[config.mk]
export PLATFORM = sky130hd
export DESIGN_NAME = ballot_input_controller
export DESIGN_NICKNAME = d
export VERILOG_FILES = /design/src/rtl/ballot_pkg.sv /design/src/rtl/edge_detect.sv /design/src/rtl/ballot_input_controller.sv
export SDC_FILE = /design/constraint.sdc
export NUM_CORES = 1
export LEC_CHECK = 0
export ABC_AREA = 1
export ABC_CLOCK_PERIOD_IN_PS = 3200
export CAP_MARGIN = 15
export CELL_PAD_IN_SITES_DETAIL_PLACEMENT = 1
export CELL_PAD_IN_SITES_GLOBAL_PLACEMENT = 2
export CORE_ASPECT_RATIO = 2
export CORE_MARGIN = 2
export CORE_UTILIZATION = 29
export DETAILED_ROUTE_END_ITERATION = 7
export GPL_TIMING_DRIVEN = 0
export PLACE_DENSITY = 0.87
export SKIP_LAST_GASP = 1
export SYNTH_ARGS = -nofsm -noshare
export SYNTH_HDL_FRONTEND = slang
export SYNTH_HIERARCHICAL = 1
export SYNTH_SLANG_ARGS = --single-unit
[constraint.sdc]
create_clock -name clk -period 3.2 [get_ports clk]
set_input_delay 0.48 -clock clk [delete_from_list [all_inputs] [get_ports clk]]
set_output_delay 0.48 -clock clk [all_outputs]
set_load 0.05 [all_outputs]
[src/rtl/ballot_pkg.sv]
`default_nettype none
// ============================================================================
// Module      : ballot_pkg
// Description : Shared ballot types, default widths and one-hot decoding.
// Revision    : 1.0 - initial release
// ============================================================================
package ballot_pkg;

    localparam int CAND_W  = 2;
    localparam int VOTER_W = 3;

    typedef enum logic [2:0] {
        ST_IDLE    = 3'd0,
        ST_SELECT  = 3'd1,
        ST_CONFIRM = 3'd2,
        ST_CAST    = 3'd3,
        ST_HOLD    = 3'd4
    } ballot_state_t;

    // Returns {exactly_one_bit_set, index_of_highest_set_bit}.
    function automatic logic [8:0] onehot_to_index(input logic [31:0] vec);
        logic [7:0] idx;
        int         cnt;
        idx = '0;
        cnt = 0;
        for (int i = 0; i < 32; i++) begin
            if (vec[i]) begin
                idx = 8'(i);
                cnt = cnt + 1;
            end
        end
        return {(cnt == 1), idx};
    endfunction

endpackage
`default_nettype wire

[src/rtl/edge_detect.sv]
`default_nettype none
// ============================================================================
// Module      : edge_detect
// Description : Rising-edge detector; history resets to ones so levels held
//               through reset do not fire.
// Revision    : 1.0 - initial release
// ============================================================================
module edge_detect #(
    parameter int WIDTH = 1
) (
    input  logic             clk,
    input  logic             rst,
    input  logic [WIDTH-1:0] sig,
    output logic [WIDTH-1:0] rise
);

    logic [WIDTH-1:0] r_hist;

    always_ff @(posedge clk) begin
        if (rst) begin
            r_hist <= '1;
        end else begin
            r_hist <= sig;
        end
    end

    assign rise = sig & ~r_hist;

endmodule
`default_nettype wire

[src/rtl/ballot_input_controller.sv]
`default_nettype none
// ============================================================================
// Module      : ballot_input_controller
// Description : Turns voter-ID entry and button presses into one registered,
//               one-shot vote transaction. Optional macro BALLOT_TIMEOUT_EN
//               adds an inactivity abort in SELECT/CONFIRM.
// Revision    : 1.0 - initial release
// ============================================================================
module ballot_input_controller #(
    parameter int N_CAND          = 4,
    parameter int CAND_W          = ballot_pkg::CAND_W,
    parameter int VOTER_W         = ballot_pkg::VOTER_W,
    parameter int COOLDOWN_CYCLES = 4,
    parameter int TIMEOUT_CYCLES  = 16
) (
    input  logic               clk,
    input  logic               rst,
    input  logic [VOTER_W-1:0] voter_id_in,
    input  logic               voter_id_valid,
    input  logic [N_CAND-1:0]  cand_btn,
    input  logic               confirm_btn,
    input  logic               cancel_btn,
    output logic [VOTER_W-1:0] voter_number,
    output logic [CAND_W-1:0]  candidate_number,
    output logic               vote_signal,
    output logic               ready,
    output logic               busy,
    output logic               err,
    output logic               timeout
);
    import ballot_pkg::*;

    localparam int CD_W = $clog2(COOLDOWN_CYCLES + 1);

    logic [N_CAND+1:0]  w_rise;
    logic [N_CAND-1:0]  w_cand_rise;
    logic               w_confirm_rise;
    logic               w_cancel_rise;
    logic [8:0]         w_dec;
    logic               w_cand_one;
    logic               w_cand_any;
    logic [CAND_W-1:0]  w_cand_idx;
    logic               w_expire;

    ballot_state_t      r_state;
    logic [CD_W-1:0]    r_cool;
    logic [VOTER_W-1:0] r_voter;
    logic [CAND_W-1:0]  r_cand;
    logic               r_vote;
    logic               r_ready;
    logic               r_busy;
    logic               r_err;

    edge_detect #(
        .WIDTH (N_CAND + 2)
    ) u_edge (
        .clk  (clk),
        .rst  (rst),
        .sig  ({cancel_btn, confirm_btn, cand_btn}),
        .rise (w_rise)
    );

    assign w_cand_rise    = w_rise[N_CAND-1:0];
    assign w_confirm_rise = w_rise[N_CAND];
    assign w_cancel_rise  = w_rise[N_CAND+1];
    assign w_dec          = onehot_to_index(32'(w_cand_rise));
    assign w_cand_one     = w_dec[8];
    assign w_cand_any     = |w_cand_rise;
    assign w_cand_idx     = w_dec[CAND_W-1:0];

`ifdef BALLOT_TIMEOUT_EN
    localparam int TO_W = $clog2(TIMEOUT_CYCLES + 1);
    logic [TO_W-1:0] r_tcnt;
    logic            r_timeout;
    assign w_expire = (r_tcnt == TO_W'(TIMEOUT_CYCLES - 1));
    assign timeout  = r_timeout;
`else
    assign w_expire = 1'b0;
    assign timeout  = 1'b0;
`endif

    always_ff @(posedge clk) begin
        if (rst) begin
            r_state <= ST_IDLE;
            r_cool  <= '0;
            r_voter <= '0;
            r_cand  <= '0;
            r_vote  <= 1'b0;
            r_ready <= 1'b1;
            r_busy  <= 1'b0;
            r_err   <= 1'b0;
`ifdef BALLOT_TIMEOUT_EN
            r_tcnt    <= '0;
            r_timeout <= 1'b0;
`endif
        end else begin
            r_vote <= 1'b0;
            r_err  <= 1'b0;
`ifdef BALLOT_TIMEOUT_EN
            r_timeout <= 1'b0;
`endif
            case (r_state)
                ST_IDLE: begin
                    if (voter_id_valid) begin
                        r_voter <= voter_id_in;
                        r_state <= ST_SELECT;
                        r_ready <= 1'b0;
`ifdef BALLOT_TIMEOUT_EN
                        r_tcnt  <= '0;
`endif
                    end
                end
                ST_SELECT, ST_CONFIRM: begin
                    // Cancel outranks expiry, which outranks any button activity.
                    if (w_cancel_rise) begin
                        r_state <= ST_IDLE;
                        r_ready <= 1'b1;
                    end else if (w_expire) begin
                        r_state <= ST_IDLE;
                        r_ready <= 1'b1;
`ifdef BALLOT_TIMEOUT_EN
                        r_timeout <= 1'b1;
`endif
                    end else begin
`ifdef BALLOT_TIMEOUT_EN
                        r_tcnt <= r_tcnt + TO_W'(1);
`endif
                        if (r_state == ST_CONFIRM && w_confirm_rise) begin
                            r_state <= ST_CAST;
                            r_vote  <= 1'b1;
                            r_busy  <= 1'b1;
                        end else if (w_cand_one) begin
                            r_cand  <= w_cand_idx;
                            r_state <= ST_CONFIRM;
`ifdef BALLOT_TIMEOUT_EN
                            r_tcnt  <= '0;
`endif
                        end else if (w_cand_any) begin
                            r_err <= 1'b1;
                        end
                    end
                end
                ST_CAST: begin
                    r_state <= ST_HOLD;
                    r_cool  <= '0;
                end
                ST_HOLD: begin
                    if (r_cool == CD_W'(COOLDOWN_CYCLES - 1)) begin
                        r_state <= ST_IDLE;
                        r_ready <= 1'b1;
                        r_busy  <= 1'b0;
                    end else begin
                        r_cool <= r_cool + CD_W'(1);
                    end
                end
                default: begin
                    r_state <= ST_IDLE;
                    r_ready <= 1'b1;
                    r_busy  <= 1'b0;
                end
            endcase
        end
    end

    assign voter_number     = r_voter;
    assign candidate_number = r_cand;
    assign vote_signal      = r_vote;
    assign ready            = r_ready;
    assign busy             = r_busy;
    assign err              = r_err;

endmodule
`default_nettype wire
# [Yosys cells after proc, flatten, opt, wreduce, memory -nomap -nowiden]
# Cells that the tools add are included.
[classes] n_reduce_logical=14 addsub=4 shifts=0 magnitude_cmp=0 div_mod_pow=0 n_eq_ne=13 multipliers=0 n_bitwise=7 muxes=25
[op_table] cell="$add 32x2->32 const B" n=3
[op_table] cell="$mux 32" n=3
[op_table] cell="$eq 32x2->1 const B" n=1
[op_table] cell="$mux 3" n=6
[op_table] cell="$pmux 3 s4" n=1
[op_table] cell="$reduce_and 4->1" n=3
[op_table] cell="$mux 1" n=10
[op_table] cell="$ne 2x2->1 const B" n=5
[op_table] cell="$eq 3x2->1 const B" n=3
[op_table] cell="$and 6x6->6" n=1
[op_table] cell="$not 6->6" n=1
[op_table] cell="$pmux 3 s2" n=1
[op_table] cell="$not 1->1" n=5
[op_table] cell="$reduce_or 5->1" n=1
[op_table] cell="$mux 2" n=2
[op_table] cell="$ne 4x3->1 const B" n=1
[op_table] cell="$pmux 1 s4" n=1
[op_table] cell="$reduce_and 2->1" n=2
[op_table] cell="$reduce_or 2->1" n=2
[op_table] cell="$reduce_or 4->1" n=1
[op_table] cell="$add 3x1->3 const B" n=1
[op_table] cell="$eq 3x1->1 const B" n=1
[op_table] cell="$eq 3x3->1 const B" n=1
[op_table] cell="$logic_not 3->1" n=1
[op_table] cell="6 further kinds" n=6
[totals] out_inout_bits=10 word_cells=72 inputBits=12 latch_bits=0 mem_bits_ro=0 register_bits=21 mem_count=0 ramBits=0

# [Logic depth before layout (Yosys ltp)]
# Gate-level depths: netlist of the first run.
[depth] depth_word=14 depth_mapped=16 ltp_nobuf=16

# [Hierarchy]
# Netlist of the first run, hierarchy kept.
[by_module_without_submodules] module="ballot_input_controller" area_each_um2=847.1 cells_per_inst=124 seq_area_each_um2=300.3 n_inst=1
[by_module_without_submodules] module="edge_detect" area_each_um2=191.4 cells_per_inst=25 seq_area_each_um2=120.1 n_inst=1

# [Least setup slack after synthesis of the first run]
# OpenSTA, ideal clock, no wires.
[synth_timing] path_kind="input-to-reg" from="input port cand_btn[1]" to="register r_state[0]" arrival_ps=2007 stages=16 required_time_ps=3085 n_path_buf=0 setup_ps=115 path_slack_ps=1078 path_cell_list="inv_1 nor2_1 inv_1 ha_1 nand2_1 inv_1 nor2_2 ha_1 nor2_1 o21ai_0 nand2_1 nand2_1 nand2_2 nand3_1 nand2_1 nor2_1"
[synth_between] elab_chain_len=9
[synth_lines] item="from (decl)" line_no="ballot_input_controller.sv:20" rtl="input logic [N_CAND-1:0] cand_btn,"
[synth_lines] item="$and 6x6->6 (*)" line_no="edge_detect.sv:27" rtl="assign rise = sig & ~r_hist;"
[synth_lines] item="via w_rise[1]" line_no="ballot_input_controller.sv:35" rtl="logic [N_CAND+1:0] w_rise;"
[synth_lines] item="$mux 32 (*)" line_no="ballot_pkg.sv:27" rtl="if (vec[i]) begin"
[synth_lines] item="$add 32x2->32" line_no="ballot_pkg.sv:29" rtl="cnt = cnt + 1;"
[synth_lines] item="$mux 32 (*)" line_no="ballot_pkg.sv:27"
[synth_lines] item="$add 32x2->32" line_no="ballot_pkg.sv:29"
[synth_lines] item="$mux 32 (*)" line_no="ballot_pkg.sv:27"
[synth_lines] item="$eq 32x2->1 (*)" line_no="ballot_pkg.sv:32" rtl="return {(cnt == 1), idx};"
[synth_lines] item="$ne 4x3->1 (no source line) (*)"
[synth_lines] item="$reduce_and 3->1 (no source line) (*)"
[synth_lines] item="to (signal assigned)" line_no="ballot_input_controller.sv:84" rtl="r_state <= ST_IDLE;"
[synth_lines] item="to (signal assigned)" line_no="ballot_input_controller.sv:106" rtl="r_state <= ST_SELECT;"
[synth_lines] item="to (signal assigned)" line_no="ballot_input_controller.sv:116" rtl="r_state <= ST_IDLE;"
[synth_lines] item="to (decl)" line_no="ballot_input_controller.sv:45" rtl="ballot_state_t r_state;"
# Mark *: on every way through the listed nets, which the timed path passes. The rest lies on a longest branch.
# A chain may end at the register's enable or synchronous reset.

# [Worst setup path after layout of the first run]
# Same ends and word-level chain as after synthesis.

==> results.ini, run 1 <==
[global_route]
antenna_found_initial = 0
grt_pass1_vias = 1038
grt_pass1_wl_um = 4300
grt_max_degree = 12
grt_overflow = 0
grt_usage_pct = 14.3

[floorplan]
fp.dieH_um = 88.6
rows = 30
die_area_um2 = 4100
ioPinCount = 22
start_util_pct = 30.4
core_um2 = 3420
die_x_um = 46.3

[worst_setup_path]
cp.required_ns = 3.35
reg2reg_depth = 15
worstPathCellList = clkdlybuf4s50_1 > inv_1 > nor2_1 > inv_1 > ha_1 > nand2_1 > inv_1 > nor2_2 > ha_1 > nor2_1 > o21ai_0 > nand2_1 > nand2_1 > nand2_2 > nand3_1 > nand2_1 > nor2_1
critPathMaxStageDelay_ns = 0.46
critPathTopFamily = simple AND/OR/NAND/NOR gates
slowest_stage = clkdlybuf4s50_1
crit_cells = 17
cp_data_arrival_time_ns = 2.72
crit_fanout = 4
worst-path-buf-inv = 4
crit_top_cell = nand2_1
start_kind = input pin
path_class = input pin to flop
end_kind = flop

[cells_and_area]
layout-drive-gt1-share_pct = 6.94
multiInputGateArea_um2 = 490
area_delta_synth_final_pct = 29.4
nFillCells = 454
antenna_cells = 0
ff_latch_area_um2 = 420
final_cells = 221
nets = 192
fin_util_pct = 39.3

[yosys]
synth.distinct_cells = 21
syn_inst = 149
synth_area_um2 = 1040
synth_warnings = 6
ys_seq_area_share_pct = 40.5
synth-seq-cells = 21
synth.avg_cell_area_um2 = 6.97
synth_nets = 167

[power]
power.total_w = 0.000898
pwr-share-clk_pct = 19.2
p_leak_nw = 0.631
p_sw_share_pct = 41.2
p_seq_share_pct = 37.1
p_int_w = 0.000528
combPwrFrac_pct = 43.6
p_sw_w = 0.000370
vdd_ir_drop_max_uv = 269
p_per_area_nw_per_um2 = 668

[clocking]
clk_path_buf_depth = 2
tritoncts = built
post_cts_buffers = 0
clock_sinks = 21
ctsHoldBuffers = 0
worstSkewPairLatency_ns = 0.26
numCtsBuffers = 3
ctsResizeCount = 0
htree_levels = 1
path_clk_slew_ns = 0.07
root_buffer = clkbuf_8

[run]
cap_viol_max_count = 0

[drt]
post-route-drc-count = 0
avgViaCountPerCell = 4.40
antenna_left = 0
drtIter0Drc = 2
routedWlPerCell_um = 11.0
wirelength_um = 2430
vias = 972
firstDrtPassIters = 3

[timing]
slew_headroom_pct = 66.2
hold_viol_final = 0
skew_ns = 0.00383
setup_viol = 0
maxSlewViolCount = 0
rsz0062_at_grt = false
min_period_over_period_pct = 80.1
fmax_mhz = 390
min_period_ns = 2.56
timing.setup.tns_ns = 0
worst_pin_slew_ns = 0.505

[place]
dp.cells = 217
hpwl_um = 2080
gp_congestion = 0.728
io_buffers = 20

[hold_path]
hp-class = flop to flop
hold_depth = 2

[outcome]
outcome = completed

[tightest hold or removal path: stages (launching register included)]
cell	delay [ns]
dfxtp_1	0.32
nand2_1	0.06
a21oi_1	0.05
[sequential cells by signal, indices dropped and copies added, names as in the netlist]
signal / cells
u_edge/r_hist: 6
ready: 1
candidate_number: 2
r_state: 3
vote_signal: 1
voter_number: 3
r_cool: 3
err: 1
busy: 1
[worst paths after layout]
kind,startpoint,endpoint,slack [ns]
setup reg to reg,u_edge/r_hist[1],r_state[0],1.05
hold / removal,voter_number[2],voter_number[2],0.47
hold reg to reg,voter_number[2],voter_number[2],0.47
setup / recovery,cand_btn[1],r_state[0],0.64
[placed cells by master (no fill, tap or decap)]
cell / Yosys / layout
nor3_1: 1 / 1
inv_1: 30 / 30
a21oi_1: 7 / 7
nand3_1: 10 / 10
conb_1: 1 / 1
ha_1: 6 / 6
nand2_1: 34 / 34
o211a_1: 1 / 1
buf_4: 1 / 1
inv_2: 1 / 1
clkdlybuf4s50_1: 0 / 20
nand3_2: 1 / 1
nand4_1: 2 / 2
xnor2_2: 1 / 1
o21ai_0: 7 / 7
clkbuf_8: 0 / 3
nor2_2: 3 / 3
a211oi_1: 1 / 1
o21bai_1: 1 / 1
clkbuf_1: 1 / 2
dfxtp_1: 21 / 21
nand2_2: 2 / 2
nor2_1: 17 / 17
[logic make-up (layout without fill, tap and decap cells)]
group                      Yosys count  count (layout)  synth area share (%)
DFF                                 21              21                  40.5
other                                1               1                 0.361
and+or+nand+nor                     70              70                  28.9
buffers and inverters               33              57                  12.3
adders and majority gates            6               6                  7.23
AOI/OAI and AO/OA                   17              17                  9.16
xor gates and xnor gates             1               1                  1.57
[area by class of cell]
type	instances	area share, %
multi-input combinational	95	36.5
sequential	21	31.3
timing repair buffer	20	14.9
inverter	31	8.66
tap	48	4.47
clock buffer	4	3.35
buffer	2	0.838
[power by group through the flow]
stage / sequential, W / clock, W / combinational (W)
floorplan: 0.000404 / 0 / 0.000218
global placement: 0.000338 / 0 / 0.000391
detailed placement: 0.000341 / 0 / 0.000399
CTS: 0.000335 / 0.000179 / 0.000401
global route: 0.000339 / 0.000191 / 0.000450
finish: 0.000333 / 0.000173 / 0.000392
[layer usage]
| layer | track usage, % | up-vias | part of all wire (%) |
|---|---|---|---|
| met1 | 13.5 | 459 | 35 |
| met2 | 28.0 | 10 | 62 |
| met5 | 0 | - | 0 |
| li1 | - | 501 | - |
| met3 | 1.84 | 2 | 1.8 |
| met4 | 6.23 | 0 | 1.1 |
[Yosys cell counts (all sizes together)]
cell / instances / area [µm²]
nand4: 2 / 12.5
nor2: 20 / 82.6
buf: 1 / 7.51
inv: 31 / 116
a21oi: 7 / 35.0
xnor2: 1 / 16.3
nand2: 36 / 140
clkbuf: 1 / 3.75
o21bai: 1 / 7.51
a211oi: 1 / 7.51
ha: 6 / 75.1
dfxtp: 21 / 420
o211a: 1 / 10.0
conb: 1 / 3.75
o21ai: 7 / 35.0
nor3: 1 / 5.00
nand3: 11 / 60.1
[metrics by stage]
step                      hold slack (ns)  area (µm²)  setup WS (ns)
after CTS                           0.473        1340          0.583
after detailed placement            0.459        1300          0.319
after global placement              0.450        1300          0.467
final                               0.467        1340          0.637
after floorplan                     0.447        1040           1.08
after global routing                0.479        1340          0.318
Note: power is estimated with default switching activity, not from simulation.
==> run 2: changes to the inputs <==
Settings changed: ABC_CLOCK_PERIOD_IN_PS 3200 to 2700, CORE_UTILIZATION 29 to 27, PLACE_DENSITY 0.87 to 0.83.
Clock period 3.2 ns to 2.7 ns, I/O delays scaled along.
==> run 2 against run 1 <==
Compared with the run above:
- cell area up 0.56%
- via count grew 0.21%
- utilization decreased by 2.3 points
- final cell count up 0.45%
- critical path type unchanged
- largest power group unchanged
==> results.ini, run 2 (synthesis results as in run 1) <==
[outcome]
outcome = completed

[timing]
worst_pin_slew_ns = 0.511  ; +0.00609 ns
fmax_mhz = 409
maxSlewViolCount = 0  ; unchanged
skew_ns = 0.00221  ; -0.00162 ns
setup_viol = 0  ; unchanged
min_period_over_period_pct = 90.5
min_period_ns = 2.44
slew_headroom_pct = 65.8  ; -0.41 points
rsz0062_at_grt = false
timing.setup.tns_ns = 0  ; unchanged
setup_slack_ns = 0.256  ; -0.381 ns
whs_ns = 0.465  ; -0.00202 ns
hold_viol_final = 0  ; unchanged

[drt]
routedWlPerCell_um = 11.3  ; +2.7%
drtIter0Drc = 5  ; +3
vias = 974  ; +0.21%
avgViaCountPerCell = 4.39  ; -0.25%
antenna_left = 0  ; unchanged
wirelength_um = 2510  ; +3.1%
post-route-drc-count = 0  ; unchanged
firstDrtPassIters = 2  ; -1

[power]
vdd_ir_drop_max_uv = 305  ; +13%
p_leak_nw = 0.633  ; +0.38%
power.total_w = 0.00107  ; +19%
p_per_area_nw_per_um2 = 792  ; +19%

[clocking]
htree_levels = 1  ; unchanged
clock_sinks = 21  ; unchanged
tritoncts = built
path_clk_slew_ns = 0.08  ; about the same
worstSkewPairLatency_ns = 0.26  ; about the same
clk_path_buf_depth = 2  ; unchanged
root_buffer = clkbuf_8
numCtsBuffers = 3  ; unchanged
ctsHoldBuffers = 0  ; unchanged

[worst_setup_path]
cp.required_ns = 2.86  ; -0.49 ns
rr_startpoint = u_edge/r_hist[1]
crit_path_start = cand_btn[0]
timing.rr.end = r_state[0]
end_kind = flop
path_class = input pin to flop
reg2reg_setup_slack_ns = 0.57  ; -0.48 ns
start_kind = input pin
crit_path_end = r_state[0]
crit_fanout = 4  ; unchanged
reg2reg_depth = 15  ; unchanged
cp_data_arrival_time_ns = 2.60  ; -0.12 ns

[floorplan]
rows = 31  ; +3.3%
start_util_pct = 28.5  ; -1.9 points
ioPinCount = 22  ; unchanged
die_area_um2 = 4390  ; +6.9%
die_x_um = 47.9  ; +3.3%
core_um2 = 3650  ; +6.7%
fp.dieH_um = 91.7  ; +3.5%

[global_route]
antenna_found_initial = 0  ; unchanged
grt_pass1_wl_um = 4280  ; -0.47%
grt_overflow = 0  ; unchanged
grt_usage_pct = 13.2  ; -1.1 points
grt_pass1_vias = 1053  ; +1.4%
grt_max_degree = 13  ; +1

[place]
gp_congestion = 0.798  ; +9.6%
io_buffers = 20  ; unchanged
postPlaceCellArea_um2 = 1300  ; about the same
hpwl_um = 2130  ; +2.6%
dpl_worst_slack_ns = -0.136  ; -0.455 ns

[cells_and_area]
largest_register_ffs = 6  ; unchanged
stdcell_area_um2 = 1350  ; +0.56%
layout-drive-gt1-share_pct = 8.67  ; +1.7 points
regMostFlops = u_edge/r_hist
final_common_cell = nand2_1
area_delta_synth_final_pct = 30.1
antenna_cells = 0  ; unchanged
final_cell_mix = nand2_1, inv_1, dfxtp_1, clkdlybuf4s50_1, nor2_1
nets = 192  ; unchanged

[run]
cap_viol_max_count = 0  ; unchanged

[hold_path]
hp-class = flop to flop

## run 2: changes by cell type in the layout (fill, tap and decap cells not counted), sizes merged
cell	delta
clkinv	+1
clkbuf	-1
## run 2: area by class of cell
cell class | instances | area, µm²
multi-input combinational | 95 | 495
timing repair buffer | 20 | 200
buffer | 2 | 11.3
tap | 49 | 61.3
inverter | 31 | 116
clock inverter | 1 | 5.00
fill | 510 | 2290
clock buffer | 3 | 41.3
sequential | 21 | 420
## run 2: layer usage
layer	track usage, %	routed length [µm]
met1	12.6	903
met2	24.3	1510
met3	2.56	56
met4	5.86	35
met5	0	0
## run 2: worst max-delay path, stage by stage
cell and delay (ns):
clkdlybuf4s50_1 0.45, inv_1 0.05, nor2_2 0.12, inv_1 0.08, ha_1 0.33, nand2_1 0.07, inv_1 0.10, nor2_2 0.05
ha_1 0.28, nor2_1 0.10, o21ai_0 0.09, nand2_1 0.14, nand2_1 0.08, nand2_2 0.09, nand3_1 0.07, nand2_1 0.06
nor2_1 0.04
## run 2: report_power, final
group	internal (W)	leakage, nW	total (W)	switching, W
sequential	0.000364	0.173	0.000397	0.0000339
combinational	0.000157	0.435	0.000466	0.000310
clock	0.000103	0.0255	0.000207	0.000104
total	0.000623	0.633	0.00107	0.000447
## run 2: how the worst min path moves through the flow
stage | start | end | slack [ns] | cells after the start
global placement | voter_number[0] | voter_number[0] | 0.45 | 2
global route | voter_number[1] | voter_number[1] | 0.51 | 2
finish | busy | busy | 0.47 | 2
detailed placement | busy | busy | 0.46 | 2
CTS | busy | busy | 0.47 | 2
floorplan | r_cool[1] | r_cool[1] | 0.45 | 2
## run 2: what timing repair did
item / 4_1_cts / 5_1_grt
resized for setup: 0 / 2
setup buffers: 0 / 0
endpoints found under the setup margin: 0 / 3
## run 2: stage by stage
step | utilization (%) | std cells
finish | 37.1 | 222
global route | 37.1 | 222
CTS | 36.9 | 222
detailed placement | 35.7 | 218
global placement | 35.7 | 218
floorplan | - | 149
==> run 3: changes to the inputs <==
Settings changed: PLACE_DENSITY 0.83 to 0.89.
==> run 3 against run 2 <==
Compared with the run above:
- sequential share of layout area is 0.29 points lower
- wire length is 7.1% higher
- combinational power is 4% higher
- clock power hardly changed
- clock skew is 0.0036 ns higher
- final cell count stayed put
- utilization is 0.34 points higher
- maximum frequency is 0.62% higher
- critical endpoint unchanged
- largest cell class unchanged
- largest power group unchanged
==> results.ini, run 3 (synthesis results as in run 1) <==
[cells_and_area]
largest_register_ffs = 6  ; unchanged
final_cells = 222  ; unchanged
final_cell_mix = nand2_1, inv_1, dfxtp_1, clkdlybuf4s50_1, nor2_1
nets = 192  ; unchanged
stdcell_area_um2 = 1360  ; +0.93%
regMostFlops = u_edge/r_hist
area_delta_synth_final_pct = 31.3
ff_latch_area_um2 = 420  ; unchanged
antenna_cells = 0  ; unchanged
final_common_cell = nand2_1
multiInputGateArea_um2 = 508  ; +2.5%
fin_util_pct = 37.4  ; +0.34 points
layout-drive-gt1-share_pct = 9.83  ; +1.2 points
nFillCells = 495  ; -2.9%

[timing]
skew_ns = 0.00583  ; +0.00362 ns
slew_headroom_pct = 66.2  ; +0.40 points
hold_viol_final = 0  ; unchanged
timing.setup.tns_ns = 0  ; unchanged
min_period_over_period_pct = 90.0  ; -0.56 points
fmax_mhz = 412  ; +0.62%
worst_pin_slew_ns = 0.505  ; -0.00591 ns
setup_viol = 0  ; unchanged
maxSlewViolCount = 0  ; unchanged
min_period_ns = 2.43  ; -0.0151 ns
setup_slack_ns = 0.271  ; +0.0151 ns

[outcome]
outcome = completed

[clocking]
post_cts_buffers = 0  ; unchanged
clk_path_buf_depth = 2  ; unchanged
ctsResizeCount = 0  ; unchanged
path_clk_slew_ns = 0.08  ; about the same
clock_sinks = 21  ; unchanged
htree_levels = 1  ; unchanged
tritoncts = built
numCtsBuffers = 3  ; unchanged
root_buffer = clkbuf_8
ctsHoldBuffers = 0  ; unchanged
worstSkewPairLatency_ns = 0.26  ; about the same

[drt]
wl_met3_um = 75  ; +34%
drt-met1-wl_um = 854  ; -5.4%
vias = 973  ; -0.10%
wl_met2_um = 1720  ; +14%
avgViaCountPerCell = 4.38  ; -0.10%
post-route-drc-count = 0  ; unchanged
firstDrtPassIters = 2  ; unchanged
drtIter0Drc = 7  ; +2
antenna_left = 0  ; unchanged
routedWlPerCell_um = 12.1  ; +7.1%
routed.top_layer = met4
wirelength_um = 2680  ; +7.1%

[worst_setup_path]
crit_fanout = 4  ; unchanged
cp.required_ns = 2.86  ; about the same
path_class = input pin to flop
cp_data_arrival_time_ns = 2.59  ; about the same
crit_top_cell = nand2_1
critPathMaxStageDelay_ns = 0.46  ; about the same
start_kind = input pin
worst-path-buf-inv = 4  ; unchanged
slowest_stage = clkdlybuf4s50_1
end_kind = flop
critPathTopFamily = simple AND/OR/NAND/NOR gates
worstPathCellList = clkdlybuf4s50_1 > inv_1 > nor2_2 > inv_1 > ha_4 > nand2_1 > inv_1 > nor2_2 > ha_1 > nor2_1 > o21ai_0 > nand2_1 > nand2_1 > nand2_2 > nand3_1 > nand2_1 > nor2_1

[global_route]
grt_overflow = 0  ; unchanged
grt_usage_pct = 13.9  ; +0.70 points
grt_max_degree = 13  ; unchanged
grt_pass1_wl_um = 4400  ; +2.9%
grt_pass1_vias = 1060  ; +0.66%
antenna_found_initial = 0  ; unchanged

[floorplan]
start_util_pct = 28.5  ; unchanged
fp.dieH_um = 91.7  ; unchanged
die_area_um2 = 4390  ; unchanged
ioPinCount = 22  ; unchanged
core_um2 = 3650  ; unchanged
rows = 31  ; unchanged
die_x_um = 47.9  ; unchanged

[power]
p_leak_nw = 0.634  ; +0.18%
p_per_area_nw_per_um2 = 797  ; +0.59%
vdd_ir_drop_max_uv = 373  ; +23%

[place]
gp_congestion = 0.741  ; -7.2%
dp.cells = 218  ; unchanged
dpl_worst_slack_ns = -0.131  ; +0.00586 ns
io_buffers = 20  ; unchanged
hpwl_um = 2280  ; +7.1%
postPlaceCellArea_um2 = 1300  ; unchanged

[run]
cap_viol_max_count = 0  ; unchanged

[hold_path]
hp-class = flop to flop

-- run 3: routing by layer --
| metal | global-route usage, % | vias to the layer above |
|---|---|---|
| met1 | 10.8 | 451 |
| met3 | 2.56 | 4 |
| li1 | - | 502 |
| met4 | 4.73 | 0 |
| met5 | 0 | - |
| met2 | 28.7 | 16 |
-- run 3: area by class of cell --
type,instances,area share (%)
buffer,2,0.826
clock buffer,3,3.03
clock inverter,1,0.367
inverter,31,8.53
multi-input combinational,95,37.2
sequential,21,30.8
tap,49,4.50
timing repair buffer,20,14.7
-- run 3: worst reg2reg max path, stage by stage, from the launching register on --
cell     delay, ns
dfxtp_1       0.31
nor2_2        0.13
inv_1         0.10
ha_4          0.29
nand2_1       0.05
inv_1         0.10
nor2_2        0.04
ha_1          0.29
nor2_1        0.10
o21ai_0       0.10
nand2_1       0.13
nand2_1       0.08
nand2_2       0.10
nand3_1       0.08
nand2_1       0.07
nor2_1        0.04
-- run 3: path summary, 6_finish.rpt --
| check | to | slack, ns | cells after the start | startpoint |
|---|---|---|---|---|
| worst max-delay path | r_state[0] | 0.27 | 17 | cand_btn[0] |
| worst min register to register | voter_number[2] | 0.47 | 2 | voter_number[2] |
| worst max register to register | r_state[0] | 0.59 | 15 | u_edge/r_hist[0] |
| worst min-delay path | voter_number[2] | 0.47 | 2 | voter_number[2] |
-- run 3: power by group --
part | internal (W) | switching, W | total (W)
clock | 0.000103 | 0.000103 | 0.000205
combinational | 0.000159 | 0.000325 | 0.000484
sequential | 0.000364 | 0.0000332 | 0.000397
-- run 3: through the flow --
step | power [W] | hold WS, ns
after global placement | 0.000866 | 0.449
after global routing | 0.00118 | 0.480
after CTS | 0.00110 | 0.470
final | 0.00109 | 0.466
after floorplan | 0.000737 | 0.447
after detailed placement | 0.000891 | 0.458
